$ cat config.mk
export PLATFORM = sky130hd
export DESIGN_NAME = eqv_sig_engine_flat
export DESIGN_NICKNAME = d
export VERILOG_FILES = /design/src/rtl/eqv_sig_engine_if.sv /design/src/rtl/eqv_sig_engine.sv /design/src/flat_wrapper.sv
export SDC_FILE = /design/constraint.sdc
export NUM_CORES = 1
export LEC_CHECK = 0
export BUFFER_PORTS_ARGS = -buffer_cell sky130_fd_sc_hd__buf_4
export CELL_PAD_IN_SITES_DETAIL_PLACEMENT = 2
export CELL_PAD_IN_SITES_GLOBAL_PLACEMENT = 2
export CORE_AREA = 2 2 154 156
export CTS_CLUSTER_DIAMETER = 100
export CTS_CLUSTER_SIZE = 12
export DETAILED_ROUTE_END_ITERATION = 6
export DIE_AREA = 0 0 156 158
export MAX_ROUTING_LAYER = met4
export PLACE_DENSITY_LB_ADDON = 0.1
export REMOVE_ABC_BUFFERS = 1
export SLEW_MARGIN = 10
export SYNTH_ARGS = -nofsm -noshare
export SYNTH_HDL_FRONTEND = slang
export SYNTH_SLANG_ARGS = --single-unit
export TNS_END_PERCENT = 1
$ cat constraint.sdc
create_clock -name clk -period 5.9 [get_ports clk]
set_input_delay 0.59 -clock clk [delete_from_list [all_inputs] [get_ports clk]]
set_output_delay 0.59 -clock clk [all_outputs]
set_load 0.01 [all_outputs]
$ cat src/rtl/eqv_sig_engine_if.sv
// Handshake and data bundle between the self-check harness and eqv_sig_engine.
// The harness side (master) drives start/num_pat and the netlist responses.
interface eqv_sig_engine_if #(
  parameter int N_IN  = 14,
  parameter int N_OUT = 8,
  parameter int CNT_W = 16
);
  logic             start;
  logic [CNT_W-1:0] num_pat;
  logic [N_IN-1:0]  pat_o;
  logic [N_OUT-1:0] gold_i;
  logic [N_OUT-1:0] cand_i;
  logic             busy;
  logic             done;
  logic             pass;
  logic [31:0]      gold_sig;
  logic [31:0]      cand_sig;
  logic [CNT_W-1:0] fail_idx;
  logic             fail_vld;

  modport master (
    output start, num_pat, gold_i, cand_i,
    input  pat_o, busy, done, pass, gold_sig, cand_sig, fail_idx, fail_vld
  );

  modport slave (
    input  start, num_pat, gold_i, cand_i,
    output pat_o, busy, done, pass, gold_sig, cand_sig, fail_idx, fail_vld
  );
endinterface

$ cat src/rtl/eqv_sig_engine.sv
// LFSR-driven equivalence checker: compacts golden/candidate responses into MISRs.
// Optional macro EQV_SIG_DIRECT_CMP_EN adds a per-pattern comparator with first-fail index.
//
// state    | meaning
// ---------+-----------------------------------------------------------
// ST_IDLE  | waiting for start; outputs hold the last result
// ST_RUN   | one pattern per cycle, plus one closing cycle with no issue
// ST_DRAIN | LAT cycles letting in-flight responses reach the MISRs
// ST_DONE  | done pulse; pass registered on the way in
module eqv_sig_engine #(
  parameter int          N_IN  = 14,
  parameter int          N_OUT = 8,
  parameter int          CNT_W = 16,
  parameter int          LAT   = 1,
  parameter logic [31:0] SEED  = 32'hACE1_2024
) (
  input  logic             clk,
  input  logic             rst_n,
  eqv_sig_engine_if.slave  bus
);

  localparam logic [31:0] LFSR_MASK  = 32'h8020_0003;
  localparam logic [31:0] MISR_POLY  = 32'h0400_0007;
  localparam logic [2:0]  DRAIN_LOAD = (LAT > 0) ? 3'(LAT - 1) : 3'd0;

  typedef enum logic [1:0] {
    ST_IDLE,
    ST_RUN,
    ST_DRAIN,
    ST_DONE
  } state_t;

  state_t           state;
  logic [31:0]      lfsr;
  logic [31:0]      lfsr_nxt;
  logic [31:0]      gold_sig;
  logic [31:0]      cand_sig;
  logic [CNT_W-1:0] pat_cnt;
  logic [CNT_W-1:0] num_pat_q;
  logic [2:0]       drain_cnt;
  logic             busy_q;
  logic             done_q;
  logic             pass_q;
  logic             issue;
  logic             start_acc;
  logic             tag_vld;
  logic             pass_now;
  logic             fail_vld_q;
  logic [CNT_W-1:0] fail_idx_q;

  function automatic logic [31:0] misr_step(input logic [31:0] sig,
                                            input logic [N_OUT-1:0] resp);
    logic [31:0] ext;
    ext = '0;
    ext[N_OUT-1:0] = resp;
    return {sig[30:0], 1'b0} ^ (sig[31] ? MISR_POLY : 32'h0) ^ ext;
  endfunction

  assign lfsr_nxt  = {1'b0, lfsr[31:1]} ^ (lfsr[0] ? LFSR_MASK : 32'h0);
  assign issue     = (state == ST_RUN) && (pat_cnt != num_pat_q);
  assign start_acc = (state == ST_IDLE) && bus.start;
  assign pass_now  = (gold_sig == cand_sig) && !fail_vld_q;

  // Valid tag travels alongside each pattern so only real responses are compacted.
  if (LAT == 0) begin : g_tag_direct
    assign tag_vld = issue;
  end else begin : g_tag_pipe
    logic [LAT-1:0] vld_sr;
    always_ff @(posedge clk or negedge rst_n) begin
      if (!rst_n)         vld_sr <= '0;
      else if (start_acc) vld_sr <= '0;
      else                vld_sr <= (vld_sr << 1) | LAT'(issue);
    end
    assign tag_vld = vld_sr[LAT-1];
  end

`ifdef EQV_SIG_DIRECT_CMP_EN
  logic [CNT_W-1:0] tag_idx;

  if (LAT == 0) begin : g_idx_direct
    assign tag_idx = pat_cnt;
  end else begin : g_idx_pipe
    logic [CNT_W-1:0] idx_sr [LAT];
    always_ff @(posedge clk or negedge rst_n) begin
      if (!rst_n) begin
        for (int i = 0; i < LAT; i++) idx_sr[i] <= '0;
      end else begin
        idx_sr[0] <= pat_cnt;
        for (int i = 1; i < LAT; i++) idx_sr[i] <= idx_sr[i-1];
      end
    end
    assign tag_idx = idx_sr[LAT-1];
  end

  // First mismatch wins; later ones must not move the reported index.
  always_ff @(posedge clk or negedge rst_n) begin
    if (!rst_n) begin
      fail_vld_q <= 1'b0;
      fail_idx_q <= '0;
    end else if (start_acc) begin
      fail_vld_q <= 1'b0;
      fail_idx_q <= '0;
    end else if (tag_vld && !fail_vld_q && (bus.gold_i != bus.cand_i)) begin
      fail_vld_q <= 1'b1;
      fail_idx_q <= tag_idx;
    end
  end
`else
  assign fail_vld_q = 1'b0;
  assign fail_idx_q = '0;
`endif

  always_ff @(posedge clk or negedge rst_n) begin
    if (!rst_n) begin
      state     <= ST_IDLE;
      lfsr      <= SEED;
      gold_sig  <= '0;
      cand_sig  <= '0;
      pat_cnt   <= '0;
      num_pat_q <= '0;
      drain_cnt <= '0;
      busy_q    <= 1'b0;
      done_q    <= 1'b0;
      pass_q    <= 1'b0;
    end else begin
      done_q <= 1'b0;
      if (tag_vld) begin
        gold_sig <= misr_step(gold_sig, bus.gold_i);
        cand_sig <= misr_step(cand_sig, bus.cand_i);
      end
      case (state)
        ST_IDLE: begin
          if (bus.start) begin
            lfsr      <= SEED;
            gold_sig  <= '0;
            cand_sig  <= '0;
            pat_cnt   <= '0;
            num_pat_q <= bus.num_pat;
            if (bus.num_pat == '0) begin
              state  <= ST_DONE;
              done_q <= 1'b1;
              pass_q <= 1'b1;
            end else begin
              state  <= ST_RUN;
              busy_q <= 1'b1;
              pass_q <= 1'b0;
            end
          end
        end
        ST_RUN: begin
          if (issue) begin
            lfsr    <= lfsr_nxt;
            pat_cnt <= pat_cnt + CNT_W'(1);
          end else if (LAT == 0) begin
            state  <= ST_DONE;
            busy_q <= 1'b0;
            done_q <= 1'b1;
            pass_q <= pass_now;
          end else begin
            state     <= ST_DRAIN;
            drain_cnt <= DRAIN_LOAD;
          end
        end
        ST_DRAIN: begin
          if (drain_cnt == 3'd0) begin
            state  <= ST_DONE;
            busy_q <= 1'b0;
            done_q <= 1'b1;
            pass_q <= pass_now;
          end else begin
            drain_cnt <= drain_cnt - 3'd1;
          end
        end
        ST_DONE: state <= ST_IDLE;
        default: state <= ST_IDLE;
      endcase
    end
  end

  assign bus.pat_o    = lfsr[N_IN-1:0];
  assign bus.busy     = busy_q;
  assign bus.done     = done_q;
  assign bus.pass     = pass_q;
  assign bus.gold_sig = gold_sig;
  assign bus.cand_sig = cand_sig;
  assign bus.fail_idx = fail_idx_q;
  assign bus.fail_vld = fail_vld_q;

endmodule

$ cat src/flat_wrapper.sv
// flat-port wrapper written by rule: the top's interface ports become plain ports
module eqv_sig_engine_flat 
#(
  parameter int          N_IN  = 14,
  parameter int          N_OUT = 8,
  parameter int          CNT_W = 16,
  parameter int          LAT   = 1,
  parameter logic [31:0] SEED  = 32'hACE1_2024
)
  (clk, rst_n, bus_start, bus_num_pat, bus_gold_i, bus_cand_i, bus_pat_o, bus_busy, bus_done, bus_pass, bus_gold_sig, bus_cand_sig, bus_fail_idx, bus_fail_vld);
  eqv_sig_engine_if #(.N_IN(N_IN), .N_OUT(N_OUT), .CNT_W(CNT_W)) bus_i ();
  input  logic clk;
  input  logic rst_n;
  input wire logic [$bits(bus_i.start)-1:0] bus_start;
  input wire logic [$bits(bus_i.num_pat)-1:0] bus_num_pat;
  input wire logic [$bits(bus_i.gold_i)-1:0] bus_gold_i;
  input wire logic [$bits(bus_i.cand_i)-1:0] bus_cand_i;
  output wire logic [$bits(bus_i.pat_o)-1:0] bus_pat_o;
  output wire logic [$bits(bus_i.busy)-1:0] bus_busy;
  output wire logic [$bits(bus_i.done)-1:0] bus_done;
  output wire logic [$bits(bus_i.pass)-1:0] bus_pass;
  output wire logic [$bits(bus_i.gold_sig)-1:0] bus_gold_sig;
  output wire logic [$bits(bus_i.cand_sig)-1:0] bus_cand_sig;
  output wire logic [$bits(bus_i.fail_idx)-1:0] bus_fail_idx;
  output wire logic [$bits(bus_i.fail_vld)-1:0] bus_fail_vld;
  assign bus_i.start = bus_start;
  assign bus_i.num_pat = bus_num_pat;
  assign bus_i.gold_i = bus_gold_i;
  assign bus_i.cand_i = bus_cand_i;
  assign bus_pat_o = bus_i.pat_o;
  assign bus_busy = bus_i.busy;
  assign bus_done = bus_i.done;
  assign bus_pass = bus_i.pass;
  assign bus_gold_sig = bus_i.gold_sig;
  assign bus_cand_sig = bus_i.cand_sig;
  assign bus_fail_idx = bus_i.fail_idx;
  assign bus_fail_vld = bus_i.fail_vld;
  eqv_sig_engine #(.N_IN(N_IN), .N_OUT(N_OUT), .CNT_W(CNT_W), .LAT(LAT), .SEED(SEED)) u_core (.clk(clk), .rst_n(rst_n), .bus(bus_i));
endmodule
Word level (Yosys, flattened, before mapping)
Cells that the tools add are included.

Input bits: 35. Output and inout bits: 98. Logic and storage cells: 78. Flip-flop bits (word level): 137.

Eq/ne operators: 11. Multiplexer cells: 35. Bitwise operators: 5. Add/sub/neg operators: 2. Reduce and logical (&&, ||, !) cells: 14.

Operators with widths (number): 32-bit 2-to-1 mux (9); 32-bit case mux with 2 select lines (1); 32-bit XOR (2); 32-bit by 8-bit XOR with 32-bit output (2); 27-bit 2-to-1 mux (2); 32-bit == test (1); 16-bit 2-to-1 mux (2); 16-bit case mux with 2 select lines (1); 31-bit by 32-bit XOR with 32-bit output (1); 16-bit by 1-bit adder with 16-bit output (second input constant) (1); 16-bit logical NOT (1); 16-bit inequality test (1); 3-bit AND reduction (4); 1-bit 2-to-1 mux (9); 2-bit 2-to-1 mux (4); 2-bit inequality test (second input constant) (4); 2-bit case mux with 4 select lines (1); 3-bit 2-to-1 mux (2); 1-bit case mux with 2 select lines (3); 3-bit case mux with 2 select lines (1); 2-bit nonzero test (3); 2-bit == test (second input constant) (2); 2-bit by 1-bit inequality test with 1-bit output (second input constant) (2); 4-bit AND reduction (1); other kinds (6) (7).

Depth between registers and ports, before layout
Gate-level depths: netlist of the first run.

Depth after elaboration: 6. Mapped depth: 8. Mapped depth without buffers: 7.

Worst setup path after synthesis of the first run
Ideal clock, no wire load.

Path type: register to register. Start point: reg u_core.pat_cnt[6]. End point: reg u_core.lfsr[0]. Data required time: 5776 ps. Setup slack: 3930 ps. Period minus slack after synthesis: 1970 ps. Library setup time: 124 ps. Data arrival time: 1846 ps. Path buffers: 2. Stages on the path, launching flop included: 8. Cells stage by stage: dfrtp_1 buf_6 xnor2_1 nand4_1 or4_4 buf_6 and4_1 a211o_1.

Cells in the longest elaborated chain, start to end: 4.

Ends and longest elaborated chain: start: declaration (RTL line eqv_sig_engine.sv:38) `logic [CNT_W-1:0] pat_cnt;`; start signal: assignment (RTL line eqv_sig_engine.sv:153) `pat_cnt <= pat_cnt + CNT_W'(1);`; 16-bit inequality test (RTL line eqv_sig_engine.sv:60) `assign issue = (state == ST_RUN) && (pat_cnt != num_pat_q);`; 1-bit logical AND (RTL line eqv_sig_engine.sv:60); 2-bit by 1-bit inequality test with 1-bit output (no line); 3-bit AND reduction (no line); end signal: assignment (RTL line eqv_sig_engine.sv:152) `lfsr <= lfsr_nxt;`; end: declaration (RTL line eqv_sig_engine.sv:34) `logic [31:0] lfsr;`.

Every way passes these cells. A chain may end at the register's enable or synchronous reset.

Final worst setup path of the first run
Start point: reg u_core.state[1]. End point: reg u_core.lfsr[23].

Cells in the longest elaborated chain, start to end: 4. Elaborated cells between the ends (all ways): 8. Those cells by class: eq/ne (3); mux (1); reduce/logical (4).

Ends and longest elaborated chain: start: declaration (RTL line eqv_sig_engine.sv:33) `state_t state;`; start signal: assignment (RTL line eqv_sig_engine.sv:115) `state <= ST_IDLE;`; start signal: assignment (RTL line eqv_sig_engine.sv:140) `state <= ST_DONE;`; start signal: assignment (RTL line eqv_sig_engine.sv:144) `state <= ST_RUN;`; 2-bit by 1-bit == test with 1-bit output (RTL line eqv_sig_engine.sv:60, eqv_sig_engine.sv:131); 1-bit logical AND (RTL line eqv_sig_engine.sv:60); 2-bit by 1-bit inequality test with 1-bit output (no line); 3-bit AND reduction (no line).

Several ways; a longest one is shown, not always the timed one.

==> impl_results.md, run 1 <==
* Multiplexer share of the synthesized area at 0.0809
* Top cell family by delay on the critical path: simple AND/OR/NAND/NOR gates
* Die area at 24600 um2
* Total Power at 4.77 mW
* PostCTS Resize Cnt at 0
* # fillers at 2483
* Slew @ Worst Pin at 0.927 ns
* Post-synth EDFFs at 0
* Net count, final at 788
* Ant. Diodes at 0
* Sequential Power Share at 0.364
* Post-DR vias/cell at between 4 and 5
* Yosys Warn Count at 0
* Final hold viol count at 0
* Number of synthesized register bits at approximately 140
* Worst Setup Path Type: register to register
* Clk pwr share at 0.243
* Slew headroom at 0.382
* Adder-Cell Fraction of Synth Area at 0.0128
* Antenna violations before repair at 0
* CTS Buf Count at 17
* Vias in the first global route at 5951
* Total congestion overflow at 0
* Min Tclk post-route at 2.50 ns
* Core area at roughly 23000 um2
* Synth top area cells: dfrtp_1 (46%), mux2i_1 (7.9%), xnor2_1 (5.1%)
* Global Route Usage Sum at 0.182
* H-tree level count at 4
* Area grow syn2layout at 23.0%
* Detailed-router iteration count before antenna repair at 4
* I/O pins at 133
* Crit-path max FO at 25
* Root buf cell: clkbuf_16
* Status: finished clean
* Critical Path Start: u_core.state[1]
* Largest family of logic cells by synthesized area: simple AND/OR/NAND/NOR gates
* Yosys top cell by area: dfrtp_1
* Via count of the routed design at 5174
* Post-Syn Instances at 657
* DR iter-0 viols at 169
* Synth Area in XOR/XNOR at 0.0924
* Distinct cells, synth at 52
* Comb pwr share at 0.394
* Rows at 56
* Simple-Gate Fraction of Synth Area at 0.133
* Final setup violation count at 0
* Register area share after synthesis at 0.505
* P_leak at 4.03 nW
* Compound-cell area share of the yosys netlist at 0.110
* Antenna Nets Post-Route at 0
* Setup Buffers After CTS at 0
* Sw frac at 0.399
* Critical Path RT at roughly 6.3 ns
* Hold buffer count at cts at 0
* Worst Hold Class: input pin to async pin
* Synth async-reset ratio at 1.00
* Internal power at 2.86 mW
* Number of port buffers at 115
* CTS tree: done
* RSZ-0062 raised after global routing: false
* Main synth FF type: dfrtp_1
* CP Buf/Inv Count at 3
* Slew Viols, Final at 0
* Layout cells sized above 1 at 0.224
* Total of max-cap violations at 0
* # DRC at 0
* Synth Area per Inst at 10.4 um2
* Die H at 158 um
* Top cell type's share of synthesized area at 0.462
* Maximum clock insertion buffer count at 2
* First-pass GRT wire length at 33400 um
* Clk_skew at 0.00899 ns
* Net Switching at roughly 1.9 mW
* Maximum clock frequency at between 0.4 and 0.5 GHz
* WL final at 20800 um
* Pin count of the biggest net entering global routing at 83
* Post-layout util at 0.364
* Final period utilization at 0.423
* Setup TNS at 0 ns
* VDD IR-drop max at 0.190 mV
* Worst r2r src: u_core.state[1]
* CP endpoint kind: register
* CP Cell Sequence: inv_1 > ha_1 > buf_4 > clkinv_1 > nor2_1 > nand2_2 > o22a_1
* Per-cell routed wire length at 19.8 um
* Worst path arrival time at 2.85 ns
* Worst path slowest cell: nor2_1
* CTS clk-pin slew, worst paths at 0.07 ns
* Initial core utilization at 0.296
* PwrDens at around 570 nW/um2
* Synth Cell Area at a little under 7000 um2
* GPL Wtd Cong at 0.770
* CTS sink cnt at 137
* DP HPWL at 14400 um
* Crit path largest cell delay at about 0.54 ns
* Die Wd at between 150 and 200 um
* Worst setup SP type: register
* Clk Latency, worst-skew pair at about 0.43 ns
-- worst paths after layout --
| check | endpoint | depth (start not counted) | slack (ns) |
|---|---|---|---|
| worst max-delay path | u_core.lfsr[23] | 7 | 3.40 |
| worst min-delay path | u_core.num_pat_q[2] | 1 | 0.17 |
| worst max register to register | u_core.lfsr[23] | 7 | 3.40 |
| worst min register to register | u_core.drain_cnt[0] | 1 | 0.49 |
| max in group asynchronous | u_core.g_tag_pipe.vld_sr | 2 | 4.28 |
| min in group clk | u_core.num_pat_q[2] | 3 | 0.37 |
-- routing by layer --
metal,up-vias,part of all wire,track usage
li1,2401,-,-
met1,2662,0.43,0.212
met2,97,0.52,0.314
met3,14,0.045,0.0471
met4,0,0.010,0.0502
met5,-,0,-
-- power by group through the flow --
| stage | combinational, mW | sequential [mW] | clock, mW |
|---|---|---|---|
| 2_1_floorplan | 1.04 | 1.75 | 0 |
| 3_3_place_gp | 1.84 | 1.74 | 0 |
| 3_5_place_dp | 1.91 | 1.75 | 0 |
| 4_1_cts | 1.93 | 1.75 | 1.19 |
| 5_1_grt | 2.10 | 1.80 | 1.22 |
| 6_report | 1.88 | 1.73 | 1.16 |
-- logic make-up (layout without fill, tap and decap cells) --
kind of cell | after synthesis | in the layout
AND/OR/NAND/NOR | 206 | 206
flip-flops | 137 | 137
AO/OA/AOI/OAI | 100 | 100
buffers and inverters | 79 | 165
XOR/XNOR | 72 | 72
multiplexers | 55 | 55
adder cells (fa/ha/maj) | 7 | 7
other | 1 | 17
-- synthesized netlist by cell type (all sizes together) (2+ instances only) --
cell and n:
xnor2 40, inv 10, nand3 12, ha 7, dfstp 11, clkbuf 25, xor2 32, nor2b 2
nor2 75, nand2 73, nand4 9, o21ai 12, a31oi 12, and2 4, buf 43, a211oi 15
o22a 10, and4 2, dfrtp 126, a32oi 3, a2bb2oi 2, o31ai 3, o311ai 2, o22ai 2
mux2i 54, a22o 20, nand2b 4, nor4 12, a21boi 2, nor3 10, and3 2, a21oi 6
a21o 4
-- state kept, by name, summed over array words and instances (netlist names), 2 cells and up --
| name | count |
|---|---|
| u_core.bus.cand_sig | 32 |
| u_core.lfsr | 32 |
| u_core.state | 2 |
| u_core.bus.gold_sig | 32 |
| u_core.num_pat_q | 16 |
| u_core.drain_cnt | 3 |
| u_core.pat_cnt | 16 |
-- final cells by class --
| cell class | instances | area, um2 | area share |
|---|---|---|---|
| Multi-Input combinational cell | 457 | 3000 | 0.357 |
| Timing Repair Buffer | 122 | 920 | 0.110 |
| Clock buffer | 19 | 433 | 0.0516 |
| Sequential cell | 137 | 3450 | 0.411 |
| Clock inverter | 13 | 195 | 0.0233 |
| Tap cell | 290 | 363 | 0.0432 |
| Inverter | 11 | 41.3 | 0.00492 |
-- stage by stage --
stage          cells  setup WS (ns)  hold WS, ns  cell area (um2)
6_report        1049           3.40        0.170             8390
5_1_grt         1049           3.21        0.208             8390
4_1_cts         1049           3.41        0.187             8390
3_5_place_dp    1017           3.40        0.470             7760
3_3_place_gp    1017           3.50        0.467             7760
2_1_floorplan    605           2.39        0.294             6480
-- cell usage in the layout (no fill, tap or decap), types with 5 or more instances in the layout --
cell,Yosys,layout
ha_1,7,7
o22a_1,10,10
a21oi_1,5,5
inv_1,10,10
a31oi_1,12,12
o21ai_0,11,11
xnor2_1,40,40
nor3_1,10,10
nor4_1,11,11
buf_4,32,121
xor2_1,32,32
dfstp_2,11,11
nand2_1,72,72
dfrtp_1,126,125
nand4_1,9,9
mux2i_1,54,54
nor2_1,75,75
a211oi_1,15,15
nand3_1,12,12
conb_1,1,17
clkbuf_16,0,17
a22o_1,20,20
Power figures use the tool's default switching activity.
==> run 2, diff against run 1 <==
Clock period 5.9 ns to 2.11 ns, I/O delays scaled along.
==> run 2 against run 1 <==
  * Via count increased by 4.4%
  * Final cell count increased by 4.7%
  * Clock skew increased by 0.0034 ns
  * Core utilization increased by 2.5 points
  * The flow now finishes with violations (setup timing)
==> impl_results.md, run 2 (synthesis results as in run 1) <==
* Pin count of the biggest net entering global routing at 83
* Worst r2r src: u_core.pat_cnt[11]
* DP HPWL at 15300 um
* CTS clk-pin slew, worst paths at around 0.060 ns
* GPL Wtd Cong at 0.783
* Crit-path max FO at 12
* CP endpoint kind: register
* Hold Startpoint: bus_num_pat[12]
* Antenna violations before repair at 0
* Storage cell area at ~3400 um2
* Status: finished, violations left
* WL final at ~22000 um
* Crit path largest cell delay at approximately 0.63 ns
* Per-cell routed wire length at 19.8 um
* P_leak at 4.32 nW
* Area of the multi-input gates at between 3000 and 4000 um2
* Setup TNS at -0.00841 ns
* Net count, final at ~840
* Dpl ws at -0.0802 ns
* Antenna Nets Post-Route at 0
* Die area at 24600 um2
* CP Depth at 5
* CP Buf/Inv Count at 1
* PwrDens at 1570 nW/um2
* Detailed-router iteration count before antenna repair at 4
* Vias in the first global route at 6137
* Clk_skew at 0.0124 ns
* Rows at 56
* Worst Setup Path Type: register to register
* Die Wd at 156 um
* Total Power at 14.1 mW
* Placed Instance Area at 8080 um2
* Worst Hold Class: input pin to register
* Slew @ Worst Pin at 0.596 ns
* FF-to-FF path depth at 5
* Worst reg2reg setup slack at -0.008 ns
* CTS sink cnt at 137
* Final WS setup at -0.00841 ns
* Top cell family by delay on the critical path: simple AND/OR/NAND/NOR gates
* Post-DR vias/cell at 4.92
* Final hold viol count at 0
* Commonest non-fill, non-tap cell in the layout: buf_4
* Slew headroom at 0.603
* CTS tree: done
* Core area at about 23000 um2
* DR iter-0 viols at 230
* Root buf cell: clkbuf_16
* Final setup violation count at 1
* Critical Path RT at around 2.4 ns
* Slew Viols, Final at 0
* Biggest regs: u_core.bus.cand_sig x32, u_core.bus.gold_sig x32, u_core.lfsr x32
* Hold endpoint: u_core.num_pat_q[12]
* Maximum clock frequency at 0.472 GHz
* Most frequent cells in the layout: buf_4 (156), dfrtp_1 (123), nor2_1 (73), nand2_1 (72), mux2i_1 (54)
* First-pass GRT wire length at 34600 um
* RSZ-0062 raised after global routing: true
* # fillers at 2488
* Die H at 158 um
* Maximum clock insertion buffer count at 2
* H-tree level count at 4
* Worst hold stages at 3
* Ant. Diodes at 0
* Worst setup SP type: register
* Number of port buffers at 115
* Global Route Usage Sum at 0.188
* Post-route cell area at about 9000 um2
* CP Cell Sequence: xnor2_2 > nand4_1 > or4_4 > buf_6 > a311o_1
* Min Tclk post-route at 2.12 ns
* Worst path arrival time at 2.42 ns
* # DRC at 0
* Total of max-cap violations at 0
* Area grow syn2layout at 31.4%
* Failing checks: setup timing
* Worst path slowest cell: or4_4
* Reg-to-Reg End: u_core.drain_cnt[2]
* Via count of the routed design at 5402
* Initial core utilization at 0.296
* Total congestion overflow at 0
* VDD IR-drop max at 0.573 mV
* Final period utilization at 1.00
* I/O pins at 133
* Clk Latency, worst-skew pair at 0.43 ns
* CTS Buf Count at 17
* Layout cells sized above 1 at 0.285
[run 2: changes by cell type in the layout (fill, tap and decap cells not counted), sizes merged]
cell / change
buf: +41
dlygate4sd3: +7
clkinv: -1
clkinvlp: +1
or4: +1
[run 2: final cells by class]
| cell class | instances | share of cell area |
|---|---|---|
| clock inverters | 13 | 0.0216 |
| multi-input cells | 458 | 0.348 |
| repair buffers | 170 | 0.152 |
| flip-flops and latches | 137 | 0.385 |
| clock buffers | 19 | 0.0483 |
| well taps | 290 | 0.0405 |
| inverters | 11 | 0.00461 |
[run 2: worst max path at each step]
stage | from | endpoint | slack (ns)
2_1_floorplan | u_core.state[0] | u_core.lfsr[13] | -1.40
3_3_place_gp | u_core.state[1] | u_core.pat_cnt[9] | 0.03
3_5_place_dp | u_core.state[1] | u_core.pat_cnt[11] | -0.08
4_1_cts | u_core.state[1] | u_core.lfsr[13] | 0.008
5_1_grt | u_core.num_pat_q[10] | u_core.lfsr[8] | -0.09
6_report | u_core.pat_cnt[11] | u_core.drain_cnt[2] | -0.008
[run 2: tightest hold or removal path: stages]
cell     delay, ns
buf_4         0.09
nand2_1       0.04
nand2_1       0.06
[run 2: through the flow]
stage	hold WS, ns	instances	util
floorplan	-0.0846	605	-
global placement	0.226	1051	0.351
detailed placement	0.231	1051	0.351
CTS	0.00346	1092	0.382
global route	0.00983	1098	0.389
finish	0.0101	1098	0.389
[run 2: where the power goes]
group / internal [mW] / switching [mW]
clock network: 1.99 / 1.22
logic: 2.93 / 3.29
registers: 3.63 / 1.02
[run 2: repair_timing]
item	CTS	global route
pin swaps	1	21
buffers inserted	2	5
hold endpoints to repair	48	0
gates cloned	0	1
gates resized for setup	4	23
hold buffers	7	0
endpoints found under the setup margin	28	48
[run 2: per-layer routing]
metal,GRT usage,vias to the layer above,share of wire,wire length [um]
li1,-,2501,-,-
met1,0.223,2783,0.42,9230
met2,0.326,104,0.53,11500
met3,0.0438,14,0.039,849
met4,0.0393,0,0.0098,213
met5,-,-,0,0
==> run 3, diff against run 2 <==
Settings changed: ABC_AREA set to 1, CORE_AREA 2 2 154 156 to 2 2 163 165, DIE_AREA 0 0 156 158 to 0 0 165 167.
==> run 3 against run 2 <==
  * The run now ends clean
  * Power increased by 2.3%
  * Die area increased by 12%
  * Final cell count increased by 27%
  * Combinational power increased by 1%
  * Clock power about the same
  * Critical endpoint is now u_core.bus.pass
==> impl_results.md, run 3 <==
* Register area share after synthesis at 0.465
* I/O pins at between 100 and 150
* CTS tree: done
* First-pass GRT wire length at 39500 um
* CTS Buf Count at 17
* Synth async-reset ratio at 1.00
* Dpl ws at 0.230 ns
* DP Cell Count at 1360
* Die H at 167 um
* Synth top area cells: dfrtp_1 (43%), nand2_1 (13%), o21ai_0 (6.0%)
* GPL Wtd Cong at 0.769
* Core area at 25800 um2
* Ant. Diodes at 0
* WL final at 23500 um
* Clk Latency, worst-skew pair at roughly 0.43 ns
* DR iter-0 viols at a little over 300
* Worst hold stages at 3
* Per-cell routed wire length at 16.9 um
* Most common cell in the netlist: nand2_1
* Synth Cell Area at approximately 7400 um2
* Final period utilization at 0.904
* Final hold viol count at 0
* Die Wd at 165 um
* CP Depth at 9
* CP Cell Sequence: inv_1 > ha_1 > inv_1 > a21oi_1 > nor2_1 > o21a_1 > or2_2 > inv_1 > a21oi_1
* Area of the multi-input gates at 3190 um2
* Slew Viols, Final at 0
* Most frequent cells in the layout: nand2_1 (255), buf_4 (128), dfrtp_1 (125), inv_1 (98), o21ai_0 (89)
* Hold buffer count at cts at 1
* Area grow syn2layout at 23.4%
* CP endpoint kind: register
* Crit-path max FO at 5
* Post-Syn Instances at roughly 960
* Post-Layout Cell Count at 1393
* # fillers at 2966
* Detailed-router iteration count before antenna repair at 4
* Crit path top cell by count: inv_1
* CP Buf/Inv Count at 3
* Post-synth EDFFs at 0
* H-tree level count at 4
* Antenna Nets Post-Route at 0
* Min Tclk post-route at 1.91 ns
* Vias in the first global route at roughly 7400
* Setup Buffers After CTS at 0
* Net count, final at 1087
* Total of max-cap violations at 0
* Final WS setup at 0.203 ns
* Rows at 59
* Commonest non-fill, non-tap cell in the layout: nand2_1
* FF-to-FF path depth at 9
* Biggest regs: u_core.bus.cand_sig x32, u_core.bus.gold_sig x32, u_core.lfsr x32
* Critical Path RT at 2.42 ns
* # DRC at 0
* Worst setup SP type: register
* CTS clk-pin slew, worst paths at 0.07 ns
* Synth Area per Inst at between 7 and 8 um2
* Worst Setup Path Type: register to register
* Layout cells sized above 1 at 0.188
* Worst Hold Class: input pin to register
* DP HPWL at 15900 um
* Worst path arrival time at about 2.2 ns
* PostCTS Resize Cnt at 0
* Root buf cell: clkbuf_16
* Main synth FF type: dfrtp_1
* Antenna violations before repair at 0
* Yosys Warn Count at 0
* Post-DR vias/cell at 4.81
* Die area at roughly 28000 um2
* Yosys top cell by area: dfrtp_1
* Pin count of the biggest net entering global routing at 90
* CTS sink cnt at 137
* Number of port buffers at 115
* Final setup violation count at 0
* Total congestion overflow at 0
* Number of synthesized register bits at 137
* Distinct cells, synth at 29
* RSZ-0062 raised after global routing: false
* Status: finished clean
* P_leak at 4.49 nW
* Via count of the routed design at between 6000 and 7000
* Top cell family by delay on the critical path: compound AO/OA/AOI/OAI gates
* Top cell type's share of synthesized area at 0.426
* PwrDens at roughly 1600 nW/um2
* Clk_skew at 0.0141 ns
* Crit path largest cell delay at 0.40 ns
* VDD IR-drop max at 0.808 mV
* Initial core utilization at 0.287
* Maximum clock frequency at around 0.52 GHz
* Min Hold Slack at roughly 0.058 ns
* Storage cell area at 3440 um2
* Maximum clock insertion buffer count at 2
* Global Route Usage Sum at 0.186
* Synth cell count leaders: nand2_1 (256), dfrtp_1 (126), inv_1 (98), o21ai_0 (89), nor2_1 (80)
* Worst path slowest cell: dfrtp_1
run 3: cell types whose count changed after synthesis, sizes merged, moves of 14 or more:
cell / previous run / this run
nand2: 73 / 256
inv: 10 / 104
o21ai: 12 / 89
a21oi: 6 / 64
mux2i: 54 / 0
nand4: 9 / 41
xor2: 32 / 7
a22o: 20 / 0
o2111ai: 1 / 21
clkbuf: 25 / 43
a211oi: 15 / 1
run 3: kinds of logic (layout without fill, tap and decap cells):
| kind of cell | Yosys count | after routing | share of synthesized area |
|---|---|---|---|
| AND/OR/NAND/NOR | 407 | 407 | 0.230 |
| AO/OA/AOI/OAI | 184 | 184 | 0.139 |
| buffers and inverters | 184 | 271 | 0.113 |
| flip-flops | 137 | 137 | 0.465 |
| XOR/XNOR | 35 | 35 | 0.0414 |
| adder cells (fa/ha/maj) | 7 | 7 | 0.0118 |
| other | 1 | 17 | 0.000506 |
run 3: layer usage:
layer,share of wire,global-route usage,up-vias
li1,-,-,3221
met1,0.44,0.226,3374
met2,0.51,0.317,87
met3,0.035,0.0391,12
met4,0.0085,0.0412,0
met5,0,-,-
run 3: path summary, 6_finish.rpt:
check | startpoint | slack (ns) | endpoint
min in group asynchronous | rst_n | 0.29 | u_core.num_pat_q[14]
max in group asynchronous | rst_n | 1.13 | u_core.lfsr[13]
min | bus_gold_i[6] | 0.06 | u_core.bus.gold_sig[6]
min reg2reg | u_core.lfsr[23] | 0.46 | u_core.lfsr[23]
max reg2reg | u_core.state[0] | 0.20 | u_core.bus.pass
max | u_core.state[0] | 0.20 | u_core.bus.pass
run 3: power breakdown:
| group | switching, mW | leakage, nW | total [mW] | internal [mW] |
|---|---|---|---|---|
| logic | 3.70 | 2.45 | 6.29 | 2.58 |
| registers | 1.16 | 1.74 | 4.94 | 3.78 |
| clock network | 1.35 | 0.300 | 3.18 | 1.83 |
| total | 6.21 | 4.49 | 14.4 | 8.19 |
run 3: stage by stage:
| step | utilization | instance area, um2 | power, mW | TNS, ns |
|---|---|---|---|---|
| after global routing | 0.355 | 9140 | 15.7 | 0 |
| after detailed placement | 0.330 | 8510 | 11.4 | 0 |
| final | 0.355 | 9140 | 14.4 | 0 |
| after CTS | 0.355 | 9140 | 14.7 | 0 |
| after floorplan | - | 7020 | 8.37 | -66.83 |
| after global placement | 0.330 | 8510 | 11.2 | 0 |
run 3: layout make-up:
type | count | share of cell area
multi-input cells | 650 | 0.349
repair buffers | 135 | 0.118
well taps | 335 | 0.0459
inverters | 104 | 0.0427
clock inverters | 14 | 0.0190
clock buffers | 18 | 0.0481
flip-flops and latches | 137 | 0.377
run 3: worst min-delay path: stages:
cell,delay [ns]
buf_4,0.08
xnor2_1,0.10
a21oi_1,0.05
